[src/rtl/cvt_dispatch_pkg.sv]
// rtl/cvt_dispatch_pkg.sv - shared widths, FSM state and batch record for the batch dispatcher
package cvt_dispatch_pkg;

  localparam int MASK_W = 64;
  localparam int TID_W  = 10;
  localparam int BB_W   = 5;

  typedef enum logic [1:0] {
    IDLE  = 2'd0,
    ISSUE = 2'd1,
    DONE  = 2'd2
  } state_t;

  typedef struct packed {
    logic [TID_W-1:0]  base;
    logic [MASK_W-1:0] mask;
    logic [BB_W-1:0]   bb;
  } batch_t;

endpackage

[src/rtl/cvt_batch_dispatcher_if.sv]
// rtl/cvt_batch_dispatcher_if.sv - batch intake and thread issue handshake bundle
interface cvt_batch_dispatcher_if #(
  parameter int MASK_W = cvt_dispatch_pkg::MASK_W,
  parameter int TID_W  = cvt_dispatch_pkg::TID_W,
  parameter int BB_W   = cvt_dispatch_pkg::BB_W
);

  logic              send_batch;
  logic [TID_W-1:0]  base_id;
  logic [MASK_W-1:0] bitmap;
  logic [BB_W-1:0]   bb_index;
  logic              batch_ready;

  logic              thr_valid;
  logic              thr_ready;
  logic [TID_W-1:0]  thr_tid;
  logic [BB_W-1:0]   thr_bb;
  logic              thr_last;

  // master is the dispatcher itself; slave is the CVU/CVT plus lane side
  modport master (
    input  send_batch, base_id, bitmap, bb_index, thr_ready,
    output batch_ready, thr_valid, thr_tid, thr_bb, thr_last
  );

  modport slave (
    output send_batch, base_id, bitmap, bb_index, thr_ready,
    input  batch_ready, thr_valid, thr_tid, thr_bb, thr_last
  );

endinterface

[src/rtl/cvt_lsb_encoder.sv]
// rtl/cvt_lsb_encoder.sv - find-first-set index and single-bit-remaining flag over a thread mask
module cvt_lsb_encoder #(
  parameter  int MASK_W = cvt_dispatch_pkg::MASK_W,
  localparam int IDX_W  = $clog2(MASK_W)
) (
  input  logic [MASK_W-1:0] mask,
  output logic [IDX_W-1:0]  index,
  output logic              one_hot_remaining
);

  // scan from the top so the lowest set bit is the final assignment
  always_comb begin
    index = '0;
    for (int i = MASK_W - 1; i >= 0; i--) begin
      if (mask[i]) begin
        index = IDX_W'(i);
      end
    end
  end

  assign one_hot_remaining = (mask != '0) && ((mask & (mask - 1'b1)) == '0);

endmodule

[src/rtl/cvt_batch_dispatcher.sv]
// rtl/cvt_batch_dispatcher.sv - queues CVU/CVT batches and expands them into thread IDs; CVT_DISPATCH_STATS_EN adds issued_count
module cvt_batch_dispatcher #(
  parameter int MASK_W     = cvt_dispatch_pkg::MASK_W,
  parameter int TID_W      = cvt_dispatch_pkg::TID_W,
  parameter int BB_W       = cvt_dispatch_pkg::BB_W,
  parameter int FIFO_DEPTH = 4
) (
  input  logic                   clk,
  input  logic                   rst,
  cvt_batch_dispatcher_if.master bus,
  input  logic                   threads_terminated,
  output logic                   overflow,
  output logic                   all_done,
  output logic                   busy
`ifdef CVT_DISPATCH_STATS_EN
  ,
  output logic [15:0]            issued_count
`endif
);

  import cvt_dispatch_pkg::*;

  localparam int PTR_W = $clog2(FIFO_DEPTH);
  localparam int CNT_W = $clog2(FIFO_DEPTH + 1);
  localparam int IDX_W = $clog2(MASK_W);

  typedef struct packed {
    logic [TID_W-1:0]  base;
    logic [MASK_W-1:0] mask;
    logic [BB_W-1:0]   bb;
  } entry_t;

  entry_t            q_mem [FIFO_DEPTH];
  logic [PTR_W-1:0]  wr_ptr;
  logic [PTR_W-1:0]  rd_ptr;
  logic [CNT_W-1:0]  count;
  logic              q_full;
  logic              term_seen;

  logic              push_req;
  logic              push;
  logic              drop;
  logic              pop;
  logic              hs;

  state_t            state;
  state_t            state_nxt;
  logic [MASK_W-1:0] w_mask;
  logic [TID_W-1:0]  w_base;
  logic [BB_W-1:0]   w_bb;

  logic [IDX_W-1:0]  lsb_idx;
  logic              lsb_last;

  // fullness uses the registered count, so a same-cycle pop never frees a slot
  assign q_full   = (count == CNT_W'(FIFO_DEPTH));
  assign push_req = bus.send_batch && !term_seen && (bus.bitmap != '0);
  assign push     = push_req && !q_full;
  assign drop     = push_req && q_full;
  assign hs       = bus.thr_valid && bus.thr_ready;

  always_ff @(posedge clk or posedge rst) begin
    if (rst) begin
      wr_ptr    <= '0;
      rd_ptr    <= '0;
      count     <= '0;
      overflow  <= 1'b0;
      term_seen <= 1'b0;
      for (int i = 0; i < FIFO_DEPTH; i++) begin
        q_mem[i] <= '0;
      end
    end else begin
      if (push) begin
        q_mem[wr_ptr] <= '{base: bus.base_id, mask: bus.bitmap, bb: bus.bb_index};
        wr_ptr        <= wr_ptr + 1'b1;
      end
      if (pop) begin
        rd_ptr <= rd_ptr + 1'b1;
      end
      case ({push, pop})
        2'b10:   count <= count + 1'b1;
        2'b01:   count <= count - 1'b1;
        default: count <= count;
      endcase
      if (drop) begin
        overflow <= 1'b1;
      end
      if (threads_terminated) begin
        term_seen <= 1'b1;
      end
    end
  end

  cvt_lsb_encoder #(.MASK_W(MASK_W)) u_lsb (
    .mask              (w_mask),
    .index             (lsb_idx),
    .one_hot_remaining (lsb_last)
  );

  always_ff @(posedge clk or posedge rst) begin
    if (rst) begin
      state <= IDLE;
    end else begin
      state <= state_nxt;
    end
  end

  always_comb begin
    state_nxt = state;
    pop       = 1'b0;
    case (state)
      IDLE: begin
        if (count != '0) begin
          pop       = 1'b1;
          state_nxt = ISSUE;
        end else if (term_seen) begin
          state_nxt = DONE;
        end
      end
      ISSUE: begin
        if (hs && lsb_last) begin
          state_nxt = IDLE;
        end
      end
      DONE:    state_nxt = DONE;
      default: state_nxt = IDLE;
    endcase
  end

  // working copy of the head batch; each accepted thread retires its lowest bit
  always_ff @(posedge clk or posedge rst) begin
    if (rst) begin
      w_mask <= '0;
      w_base <= '0;
      w_bb   <= '0;
    end else if (pop) begin
      w_mask <= q_mem[rd_ptr].mask;
      w_base <= q_mem[rd_ptr].base;
      w_bb   <= q_mem[rd_ptr].bb;
    end else if (hs) begin
      w_mask <= w_mask & (w_mask - 1'b1);
    end
  end

  assign bus.thr_valid   = (state == ISSUE);
  assign bus.thr_tid     = w_base + TID_W'(lsb_idx);
  assign bus.thr_bb      = w_bb;
  assign bus.thr_last    = (state == ISSUE) && lsb_last;
  assign bus.batch_ready = !q_full;
  assign busy            = (count != '0) || (state == ISSUE);
  assign all_done        = (state == DONE);

`ifdef CVT_DISPATCH_STATS_EN
  always_ff @(posedge clk or posedge rst) begin
    if (rst) begin
      issued_count <= '0;
    end else if (hs && (issued_count != 16'hFFFF)) begin
      issued_count <= issued_count + 16'd1;
    end
  end
`endif

endmodule

[src/flat_wrapper.sv]
// flat-port wrapper written by rule: the top's interface ports become plain ports
module cvt_batch_dispatcher_flat import cvt_dispatch_pkg::*;
#(
  parameter int MASK_W     = cvt_dispatch_pkg::MASK_W,
  parameter int TID_W      = cvt_dispatch_pkg::TID_W,
  parameter int BB_W       = cvt_dispatch_pkg::BB_W,
  parameter int FIFO_DEPTH = 4
)
  (clk, rst, threads_terminated, overflow, all_done, busy, bus_send_batch, bus_base_id, bus_bitmap, bus_bb_index, bus_thr_ready, bus_batch_ready, bus_thr_valid, bus_thr_tid, bus_thr_bb, bus_thr_last);
  cvt_batch_dispatcher_if #(.MASK_W(MASK_W), .TID_W(TID_W), .BB_W(BB_W)) bus_i ();
  input  logic clk;
  input  logic rst;
  input  logic threads_terminated;
  output logic overflow;
  output logic all_done;
  output logic busy;
  input wire logic [$bits(bus_i.send_batch)-1:0] bus_send_batch;
  input wire logic [$bits(bus_i.base_id)-1:0] bus_base_id;
  input wire logic [$bits(bus_i.bitmap)-1:0] bus_bitmap;
  input wire logic [$bits(bus_i.bb_index)-1:0] bus_bb_index;
  input wire logic [$bits(bus_i.thr_ready)-1:0] bus_thr_ready;
  output wire logic [$bits(bus_i.batch_ready)-1:0] bus_batch_ready;
  output wire logic [$bits(bus_i.thr_valid)-1:0] bus_thr_valid;
  output wire logic [$bits(bus_i.thr_tid)-1:0] bus_thr_tid;
  output wire logic [$bits(bus_i.thr_bb)-1:0] bus_thr_bb;
  output wire logic [$bits(bus_i.thr_last)-1:0] bus_thr_last;
  assign bus_i.send_batch = bus_send_batch;
  assign bus_i.base_id = bus_base_id;
  assign bus_i.bitmap = bus_bitmap;
  assign bus_i.bb_index = bus_bb_index;
  assign bus_i.thr_ready = bus_thr_ready;
  assign bus_batch_ready = bus_i.batch_ready;
  assign bus_thr_valid = bus_i.thr_valid;
  assign bus_thr_tid = bus_i.thr_tid;
  assign bus_thr_bb = bus_i.thr_bb;
  assign bus_thr_last = bus_i.thr_last;
  cvt_batch_dispatcher #(.MASK_W(MASK_W), .TID_W(TID_W), .BB_W(BB_W), .FIFO_DEPTH(FIFO_DEPTH)) u_core (.clk(clk), .rst(rst), .bus(bus_i), .threads_terminated(threads_terminated), .overflow(overflow), .all_done(all_done), .busy(busy));
endmodule
[config.mk]
export PLATFORM = sky130hd
export DESIGN_NAME = cvt_batch_dispatcher_flat
export DESIGN_NICKNAME = d
export VERILOG_FILES = /design/src/rtl/cvt_dispatch_pkg.sv /design/src/rtl/cvt_batch_dispatcher_if.sv /design/src/rtl/cvt_lsb_encoder.sv /design/src/rtl/cvt_batch_dispatcher.sv /design/src/flat_wrapper.sv
export SDC_FILE = /design/constraint.sdc
export NUM_CORES = 1
export LEC_CHECK = 0
export ABC_AREA = 1
export CAP_MARGIN = 10
export CORE_MARGIN = 3
export CORE_UTILIZATION = 30
export CTS_CLUSTER_SIZE = 28
export DETAILED_ROUTE_END_ITERATION = 16
export PLACE_DENSITY = 0.52
export SLEW_MARGIN = 20
export SYNTH_ARGS = -nofsm -noshare
export SYNTH_HDL_FRONTEND = slang
export SYNTH_SLANG_ARGS = --single-unit
[constraint.sdc]
create_clock -name clk -period 44.8 [get_ports clk]
set_input_delay 8.96 -clock clk [delete_from_list [all_inputs] [get_ports clk]]
set_output_delay 8.96 -clock clk [all_outputs]
set_load 0.02 [all_outputs]
Word level (Yosys, flattened, before mapping):

Cells that the tools add are included.

* output and inout bits: 21
* input port bits: 84
* flip-flop bits (word level): 406
* logic and storage cells: 139

* add/subtract/negate cells: 6
* reduce and logical (&&, ||, !) cells: 20
* muxes and demuxes: 79
* $lt $le $gt $ge: 3
* eq/ne operators: 7
* bitwise logic cells: 3

Operators by type and width (number)
* two-way mux 6 bit: 64
* bitwise mux 316 bit: 1
* two-way mux 79 bit: 3
* binary-select mux 79 bit (select 2 bit): 1
* demux 79 bit (select 2 bit): 1
* two-way mux 64 bit: 2
* nonzero test 64 bit: 2
* bitwise AND 64 bit: 1
* logical NOT 64 bit: 1
* subtractor 64 x 1 -> 64 bit, second input constant: 1
* adder 10 x 6 -> 10 bit: 1
* logical AND 1 bit: 9
* >= comparator 3 bit, second input constant: 2
* two-way mux 2 bit: 3
* NOT 2 -> 3 bit: 2
* case mux 2 bit (3 select lines): 1
* case mux 3 bit (2 select lines): 1
* adder 2 x 1 -> 2 bit, second input constant: 2
* == test 2 x 1 -> 1 bit, second input constant: 2
* == test 2 bit, second input constant: 2
* nonzero test 2 bit: 2
* adder 3 x 1 -> 3 bit, second input constant: 1
* == test 3 bit, second input constant: 1
* < comparator 3 x 1 -> 1 bit, second input constant: 1
* 9 further kinds: 11

Logic depth before layout (Yosys ltp):

Gate-level depths: netlist of the first run.

* depth in word-level cells: 65
* mapped depth: 72
* mapped depth without buffers: 72

Hierarchy:

Synthesis of the first run repeated with hierarchy kept, for this count alone.

* cell total of the unflattened synthesis: 2976
* area total of the unflattened synthesis: 21192.8 sq um

Modules (own cells, without submodules)
* cvt_batch_dispatcher: instances 1, area each 19438.6 sq um, cells an instance 2596, seq. area each 10159.7 sq um
* cvt_lsb_encoder: instances 1, area each 1754.2 sq um, cells an instance 380, seq. area each 0.0 sq um

Worst setup path before layout of the first run:

No wires, ideal clock.

* path type: register to output
* from: register u_core.w_mask[62]
* to: output bus_thr_tid[8]
* arrival time: 4.518 ns
* path slack: 31.322 ns
* required time: 35.840 ns
* buffers on the path: 0
* cell stages (with the launch flop): 73
* cells stage by stage: dfrtp_1 > inv_1 > nand2_1 > nand2_1 > nand2_1 > nand2_1 > nand2_1 > nand2_1 > nand2_1 > nand2_1 > nand2_1 > nand2_1 > nand2_1 > nand2_1 > nand2_1 > nand2_1 > nand2_1 > nand2_1 > [37 not listed] > nand2_1 > nand2_1 > nand2_1 > nand2_1 > nand2_1 > nand2_1 > nand2_1 > nand2_1 > a21oi_1 > ha_1 > fa_1 > nand3_1 > nand2_1 > a21oi_1 > inv_1 > a21oi_1 > nor2_1 > xor2_1

* cells in the longest elaborated chain, start to end: 64

RTL lines
* start: declaration: line cvt_batch_dispatcher.sv:48 `logic [MASK_W-1:0] w_mask;`
* start signal: assignment: line cvt_batch_dispatcher.sv:137 `w_mask <= q_mem[rd_ptr].mask;`
* start signal: assignment: line cvt_batch_dispatcher.sv:141 `w_mask <= w_mask & (w_mask - 1'b1);`
* two-way mux 6 bit (63 in series): line cvt_lsb_encoder.sv:15 `if (mask[i]) begin`
* adder 10 x 6 -> 10 bit: line cvt_batch_dispatcher.sv:146 `assign bus.thr_tid = w_base + TID_W'(lsb_idx);`
* end: declaration: line flat_wrapper.sv:24 `output wire logic [$bits(bus_i.thr_tid)-1:0] bus_thr_tid;`

Every way passes these cells.

Worst setup path in the final report of the first run:

* from: register u_core.w_mask[62]
* to: output bus_thr_tid[9]

Same word-level chain as after synthesis.

==> results of run 1 <==
## metrics by stage
| step | instances | worst slack (ps) |
|---|---|---|
| after floorplan | 2187 | 24550 |
| after global placement | 3040 | 29890 |
| after detailed placement | 3040 | 29970 |
| after CTS | 3124 | 29290 |
| after global routing | 3125 | 28510 |
| final | 3125 | 29380 |
## sequential cells by signal, summed over array words and instances (netlist names), 2 cells and up
signal,flops
u_core.count,3
u_core.w_base,10
u_core.w_mask,64
u_core.bus.thr_bb,5
u_core.wr_ptr,2
u_core.q_mem,316
u_core.rd_ptr,2
u_core.state,2
## power groups by stage
stage | registers, mW | clock network, mW | logic, mW
after global placement | 0.450 | 0 | 0.519
after detailed placement | 0.451 | 0 | 0.523
after global routing | 0.451 | 0.394 | 0.582
after floorplan | 0.438 | 0 | 0.364
after CTS | 0.445 | 0.380 | 0.525
final | 0.445 | 0.367 | 0.517
## cell type report
| type | count | area [um^2] |
|---|---|---|
| inverters | 308 | 1170 |
| clock buffers | 70 | 1330 |
| fillers | 6539 | 41600 |
| flip-flops and latches | 406 | 10200 |
| clock inverters | 14 | 135 |
| repair buffers | 123 | 1210 |
| multi-input cells | 1349 | 7900 |
| well taps | 855 | 1070 |
## synth_stat cells
master | instances | area, um^2
fa_1 | 2 | 40.0
ha_1 | 11 | 138
o2111a_1 | 1 | 11.3
o211ai_1 | 30 | 225
nand4_1 | 15 | 93.8
clkbuf_1 | 114 | 428
nor3_4 | 1 | 16.3
buf_1 | 10 | 37.5
a41oi_1 | 1 | 8.76
inv_1 | 288 | 1080
nor3_1 | 4 | 20.0
a32o_1 | 1 | 10.0
o41ai_1 | 3 | 26.3
o221ai_1 | 52 | 455
nand3_1 | 83 | 415
nand2_1 | 314 | 1180
or2_2 | 1 | 6.26
o21bai_1 | 3 | 22.5
a2111o_1 | 1 | 11.3
xor2_1 | 8 | 70.1
nor2_2 | 4 | 25.0
and3_1 | 1 | 6.26
mux2_2 | 160 | 1800
nor2_4 | 9 | 101
a21oi_1 | 167 | 836
clkinv_1 | 2 | 7.51
inv_2 | 18 | 67.6
or4_1 | 1 | 7.51
nor3_2 | 4 | 40.0
o31ai_1 | 3 | 22.5
dfrtp_1 | 406 | 10200
o21ai_1 | 2 | 10.0
o31a_1 | 1 | 8.76
nor4_2 | 1 | 12.5
nor2_1 | 109 | 409
o21ai_0 | 315 | 1580
a31oi_1 | 17 | 106
nor4_1 | 20 | 125
xnor2_1 | 4 | 35.0
## routing by layer
metal	vias to the layer above	GRT usage, %	wire length, um
met1	7571	20.1	23600
li1	7438	-	-
met4	0	4.55	1220
met5	-	0	0
met3	65	2.69	2210
met2	304	27.0	26700
## critical path, delay by kind of cell, from the launching register on
kind,cells,cell delay (ps)
AND/OR/NAND/NOR,63,3440
buffers and inverters,2,730
adder cells (fa/ha/maj),1,260
flip-flops,1,410
XOR/XNOR,1,250
AO/OA/AOI/OAI,4,810
## worst max-delay path by stage
| stage | slack [ps] | to | cells after the start |
|---|---|---|---|
| after global placement | 29890 | bus_thr_tid[9] | 71 |
| after global routing | 28510 | bus_thr_tid[9] | 71 |
| after floorplan | 24550 | u_core.bus.thr_bb[0] | 1 |
| after CTS | 29290 | bus_thr_tid[9] | 71 |
| final | 29380 | bus_thr_tid[9] | 71 |
| after detailed placement | 29970 | bus_thr_tid[9] | 71 |
## kinds of logic after synthesis
| logic type | count (synthesis) | share of synthesized area [%] |
|---|---|---|
| adders and majority gates | 13 | 0.904 |
| buffers and inverters | 432 | 8.25 |
| xor gates and xnor gates | 12 | 0.535 |
| DFF | 406 | 51.7 |
| and+or+nand+nor | 567 | 12.5 |
| AOI/OAI and AO/OA | 597 | 16.9 |
| muxes | 160 | 9.17 |
==> results.toml, run 1 <==
[floorplan]
dieArea_um2 = 68600
core_um2 = 64600
initial_core_util_pct = 30.4
fp.dieW_um = 262
fp-row-count = 93
num_io_pins = 105
chipHeight_um = 262

[yosys]
synth_nets = 2284
synthCells = 2187
ys_seq_area_share_pct = 51.7
syn_avg_cell_area_um2 = 8.99
synth-seq-cells = 406
ys_types = 39
ys_warn_count = 0
syn_area_um2 = 19700

[clock_tree]
cts_tree = "yes"
clock-root-buffer = "clkbuf_16"
clock_path_buffers = 3
cts_setup_buffers = 0
cts_buffers = 47
cts_sinks = 406
clock_latency_ps = 580
htree_levels = 2
cts-resized-gates = 0
path_clk_slew_ps = 60
hold_buffers = 0

[detailed_routing]
dr.pass1.iters = 5
via_count = 15378
route.detailed.drc = 0
ant_nets = 0
drt_iter0_markers = 1037
avgViaCountPerCell = 4.92
wire_per_inst_um = 17.2
wl_mm = 53.7

[placed_design]
hpwl_mm = 34.2
placed_cell_area_um2 = 21500
gp_congestion = 0.846
io_buffers = 104

[sta]
maxSlewHeadroom_pct = 27.6
hold_ws_ps = 482
hold_viol_final = 0
slew_viol_final = 0
skew_ps = 16.1
worstMarginPinSlew_ps = 1090
finalCriticalPeriod_ps = 15420
fin_crit_sh_pct = 34.4
rsz0062_at_grt = "false"
fin_setup_tns_ps = 0
clock.fmax_mhz = 64.8
setup_viol = 0

[worst_setup_path]
r2r-start = "u_core.w_mask[0]"
critPathKind = "flip-flop to output port"
max_stage_delay_ps = 650
end_kind = "output port"
cpMaxStageDelayCell = "clkdlybuf4s50_1"
cp-start-kind = "flip-flop"
rrSetupSlack_ps = 40430
critPathRequiredTime_ps = 35840
reg2reg_depth = 29
worstPathArrival_ps = 6460
crit_start = "u_core.w_mask[62]"
reg2reg_to = "u_core.state[1]"
cpMostUsedCell = "nand2_1"
critPathMaxFanout = 4

[min_path]
holdPathEnd = "u_core.overflow"
hold_depth = 1
hold_path.class = "flip-flop to flip-flop"
min_from = "u_core.overflow"

[global_routing]
grt-ovfl-total = 0
grt_pass1_vias = 15364
antenna_found_initial = 0
grt_max_degree = 161
grt_pass1_wl_mm = 85.4
grt_usage_pct = 15.6

[layout]
num_antenna_cells = 0
final_area_um2 = 23000
areaGrowthSynthToFinish_pct = 17.0
final_cell_mix = "dfrtp_1 (404), o21ai_0 (315), nand2_1 (314), inv_1 (287), a21oi_1 (167)"
final_common_cell = "dfrtp_1"
drive_gt1_share_pct = 12.9
utilization_pct = 35.6
final_nets = 2332

[flow_run]
maxCapViolations = 0

[power]
power_switching_mw = 0.522
cellLeakagePower_nw = 10.5
ir_drop_uv = 53.5
combPwrFrac_pct = 38.9
p_int_mw = 0.808
p_seq_share_pct = 33.5
pwr-share-clk_pct = 27.6
p_sw_share_pct = 39.2
fin_total_pwr_mw = 1.33
p_per_area_nw_per_um2 = 57.8

[status]
run_status = "complete, no violations"
Note: power is estimated with default switching activity, not from simulation.
==> run 2, diff against run 1 <==
PLACE_DENSITY = 0.53   (was 0.52)
clock period = 12.63 ns   (was 44.8 ns; I/O delays follow)
==> results.toml, run 2 (synthesis results as in run 1) <==
[layout]
largest_register_ffs = 316
final_nets = 2332
areaGrowthSynthToFinish_pct = 17.5
largest_registers = "u_core.q_mem (316), u_core.w_mask (64), u_core.w_base (10)"
num_antenna_cells = 0
final_cell_mix = "dfrtp_1 (404), o21ai_0 (315), nand2_1 (314), inv_1 (287), a21oi_1 (167)"
drive_gt1_share_pct = 13.1
regMostFlops = "u_core.q_mem"
final_common_cell = "dfrtp_1"

[clock_tree]
htree_levels = 2
cts-resized-gates = 0
cts_sinks = 406
cts_tree = "yes"
cts_buffers = 46
clock_path_buffers = 3
path_clk_slew_ps = 60
cts_setup_buffers = 0
clock-root-buffer = "clkbuf_16"
clock_latency_ps = 610
hold_buffers = 0

[floorplan]
num_io_pins = 105
fp.dieW_um = 262
chipHeight_um = 262
initial_core_util_pct = 30.4
core_um2 = 64600
dieArea_um2 = 68600
fp-row-count = 93

[placed_design]
place_ws_ps = 4500
io_buffers = 104
gp_congestion = 0.866
hpwl_mm = 34.5

[worst_setup_path]
critPathMaxFanout = 4
end_kind = "output port"
worstPathArrival_ps = 6190
crit_family = "simple AND/OR/NAND/NOR gates"
cpMostUsedCell = "nand2_1"
max_stage_delay_ps = 620
crit_buf_inv = 2
cpMaxStageDelayCell = "clkdlybuf4s50_1"
critPathKind = "flip-flop to output port"
cp-start-kind = "flip-flop"
critPathRequiredTime_ps = 10100

[detailed_routing]
route.detailed.drc = 0
via_count = 15430
drt_iter0_markers = 1001
wl_mm = 53.5
wl_met3_mm = 1.97
avgViaCountPerCell = 4.93
dr_wl_met2_mm = 26.8
ant_nets = 0
top_layer = "met4"
dr.pass1.iters = 5
wire_per_inst_um = 17.1
wl_met1_mm = 23.8

[sta]
setup_viol = 0
rsz0062_at_grt = "false"
layout_setup_ws_ps = 3910
finalCriticalPeriod_ps = 8720
skew_ps = 36.2
fin_setup_tns_ps = 0
slew_viol_final = 0
clock.fmax_mhz = 115
fin_crit_sh_pct = 69.0
hold_viol_final = 0
maxSlewHeadroom_pct = 30.6
worstMarginPinSlew_ps = 1040

[global_routing]
antenna_found_initial = 1
grt_pass1_wl_mm = 86.3
grt_pass1_vias = 15574
grt-ovfl-total = 0
grt_max_degree = 166
grt_usage_pct = 15.7

[power]
ir_drop_uv = 189
p_per_area_nw_per_um2 = 208
cellLeakagePower_nw = 10.6

[min_path]
hold_path.class = "flip-flop to flip-flop"

[flow_run]
maxCapViolations = 0

[status]
run_status = "complete, no violations"
-- run 2: changes by cell type in the layout (fill, tap and decap cells not counted), moves of 2 or more --
cell | before | now
clkinv_16 | 0 | 2
clkbuf_8 | 7 | 12
clkinv_2 | 10 | 6
clkinv_8 | 3 | 0
bufinv_16 | 1 | 3
clkbuf_1 | 16 | 14
-- run 2: worst register-to-register path, delay by kind of cell, from the launching register on --
| kind | cells | cell delay (ps) |
|---|---|---|
| simple gates | 16 | 2190 |
| buf+inv | 10 | 620 |
| compound gates | 3 | 1010 |
| flops | 1 | 420 |
-- run 2: path summary, 6_finish.rpt --
kind | to | slack [ps] | startpoint | cells past startpoint
max reg2reg | u_core.state[1] | 8300 | u_core.w_mask[0] | 29
min reg2reg | u_core.term_seen | 470 | u_core.term_seen | 1
min in group asynchronous | u_core.overflow | 2380 | rst | 2
max in group asynchronous | u_core.q_mem[48] | 8830 | rst | 3
min | u_core.term_seen | 470 | u_core.term_seen | 1
max | bus_thr_tid[9] | 3910 | u_core.w_mask[62] | 71
-- run 2: layer usage --
layer / vias up / track usage [%]
li1: 7434 / -
met1: 7648 / 20.4
met2: 277 / 27.6
met3: 71 / 2.35
met4: 0 / 3.69
met5: - / 0
-- run 2: through the flow --
step / instance area, um^2 / hold slack, ps / cells / power, mW / util, %
6_report: 23100 / 474 / 3127 / 4.79 / 35.8
4_1_cts: 23100 / 476 / 3127 / 4.86 / 35.7
3_3_place_gp: 21500 / 460 / 3042 / 3.43 / 33.3
5_1_grt: 23100 / 496 / 3127 / 5.12 / 35.8
3_5_place_dp: 21500 / 460 / 3042 / 3.45 / 33.3
2_1_floorplan: 19700 / 440 / 2187 / 2.85 / -
-- run 2: area by class of cell --
type | instances | area [um^2]
clock buffers | 72 | 1370
clock inverters | 13 | 211
inverters | 308 | 1160
well taps | 855 | 1070
repair buffers | 124 | 1210
fillers | 6522 | 41500
multi-input cells | 1349 | 7900
flip-flops and latches | 406 | 10200
-- run 2: report_power, final --
| group | internal (mW) | switching, mW |
|---|---|---|
| logic | 0.669 | 1.15 |
| registers | 1.45 | 0.153 |
| clock network | 0.814 | 0.562 |
| total | 2.93 | 1.86 |
==> edit (settings of run 1) <==
Re-encode `state_t` (3 states) as one-hot, 3 bits wide.
--- a/src/rtl/cvt_dispatch_pkg.sv
+++ b/src/rtl/cvt_dispatch_pkg.sv
@@ -5,10 +5,10 @@
   localparam int TID_W  = 10;
   localparam int BB_W   = 5;
 
-  typedef enum logic [1:0] {
-    IDLE  = 2'd0,
-    ISSUE = 2'd1,
-    DONE  = 2'd2
+  typedef enum logic [2:0] {
+    IDLE  = 3'b001,
+    ISSUE = 3'b010,
+    DONE  = 3'b100
   } state_t;
 
   typedef struct packed {
Behaviour: same outputs for any inputs over 4 cycles, from zero or initial values and one cycle with rst high; so few cycles prove little.
==> edit against run 1 <==
Wire length is 0.42% lower. Non-clock buffer count stayed put. Sequential cell count is 1 higher. Worst setup slack better by 230 ps. Largest cell class unchanged. Design area is 0.96% higher. Area after synthesis is 0.26% higher. Hold slack hardly changed. Synthesized cell count hardly changed. Power is 5.9% higher. Count of clock-buffer cells in the layout is 5 lower. Clock skew is 1.9 ps lower. Critical path depth is 2 higher.
==> edit: results <==
set metrics [dict create \
    synth_area_leaders "dfrtp_1, mux2_2, o21ai_0" \
    maxUsedRoutingLayer "met5" \
    synth_mux_area_frac 0.0949 \
    syn_inst 2185 \
    dieArea_sq_mm 0.0688 \
    grt_use_met3 0.0278 \
    p_int_uw 861 \
    antenna_cells 1 \
    grt_pass1_wl_microns 87200 \
    multi_input_area_sq_mm 0.00794 \
    synth.distinct_cells 41 \
    fill_cells 6650 \
    use_met2 0.256 \
    track_usage 0.155 \
    cts_sinks 407 \
    synthTopCellsByCount "dfrtp_1, nand2_1, o21ai_0" \
    nMultiInputCombCells 1346 \
    cp.arrival_ps 6230 \
    clock_skew_ps 14.2 \
    synth_adder_area_share 0.00902 \
    r2r_slack_ps 40400 \
    critPathMaxStageDelay_ps 620 \
    drt_iter0_markers 1152 \
    synth-xor-area-share 0.00533 \
    area_delta_synth_final_pct 17.8 \
    wl_per_cell_microns 17.1 \
    num-clock-buffers 65 \
    reg2reg_depth 21 \
    met2WireLength_microns 25200 \
    clkCellAreaFrac 0.0711 \
    synth_fp_nets 2282 \
    synth-compound-area-share 0.163 \
    avgViaCountPerCell 4.93 \
    n_all_inverters 306 \
    first_global_vias 15700 \
    met1_length_microns 24400 \
    nonClkBufAreaFrac 0.0515 \
    status "finished, final reports clean" \
    seq_area_frac_synth 0.517 \
    worstMarginPinSlew_ps 1080 \
    setup_ws_ps 29610 \
    dp_cells 3037 \
    place_congestion 0.824 \
    wirelength_microns 53500 \
]
==> edit: cells by family after synthesis <==
group	count (synthesis)
simple gates	583
buf+inv	432
mux	166
fa+ha+maj	13
compound gates	572
flops	407
xor+xnor	12
==> edit: worst max path at each step <==
stage / startpoint / to / cells after the start
global route: u_core.w_mask[62]$_DFFE_PP0P_ / bus_thr_tid[8] / 73
floorplan: rst / u_core.bus.thr_bb[0]$_DFFE_PP0P_ / 1
CTS: u_core.w_mask[63]$_DFFE_PP0P_ / bus_thr_tid[8] / 72
finish: u_core.w_mask[62]$_DFFE_PP0P_ / bus_thr_tid[8] / 73
global placement: u_core.w_mask[61]$_DFFE_PP0P_ / bus_thr_tid[8] / 72
detailed placement: u_core.w_mask[62]$_DFFE_PP0P_ / bus_thr_tid[8] / 73
==> edit: power by group through the flow <==
stage                     sequential, uW  clock, uW  combinational (uW)
final                                482        411                 516
after global placement               486          0                 516
after CTS                            481        422                 521
after detailed placement             487          0                 518
after global routing                 491        437                 584
after floorplan                      460          0                 376
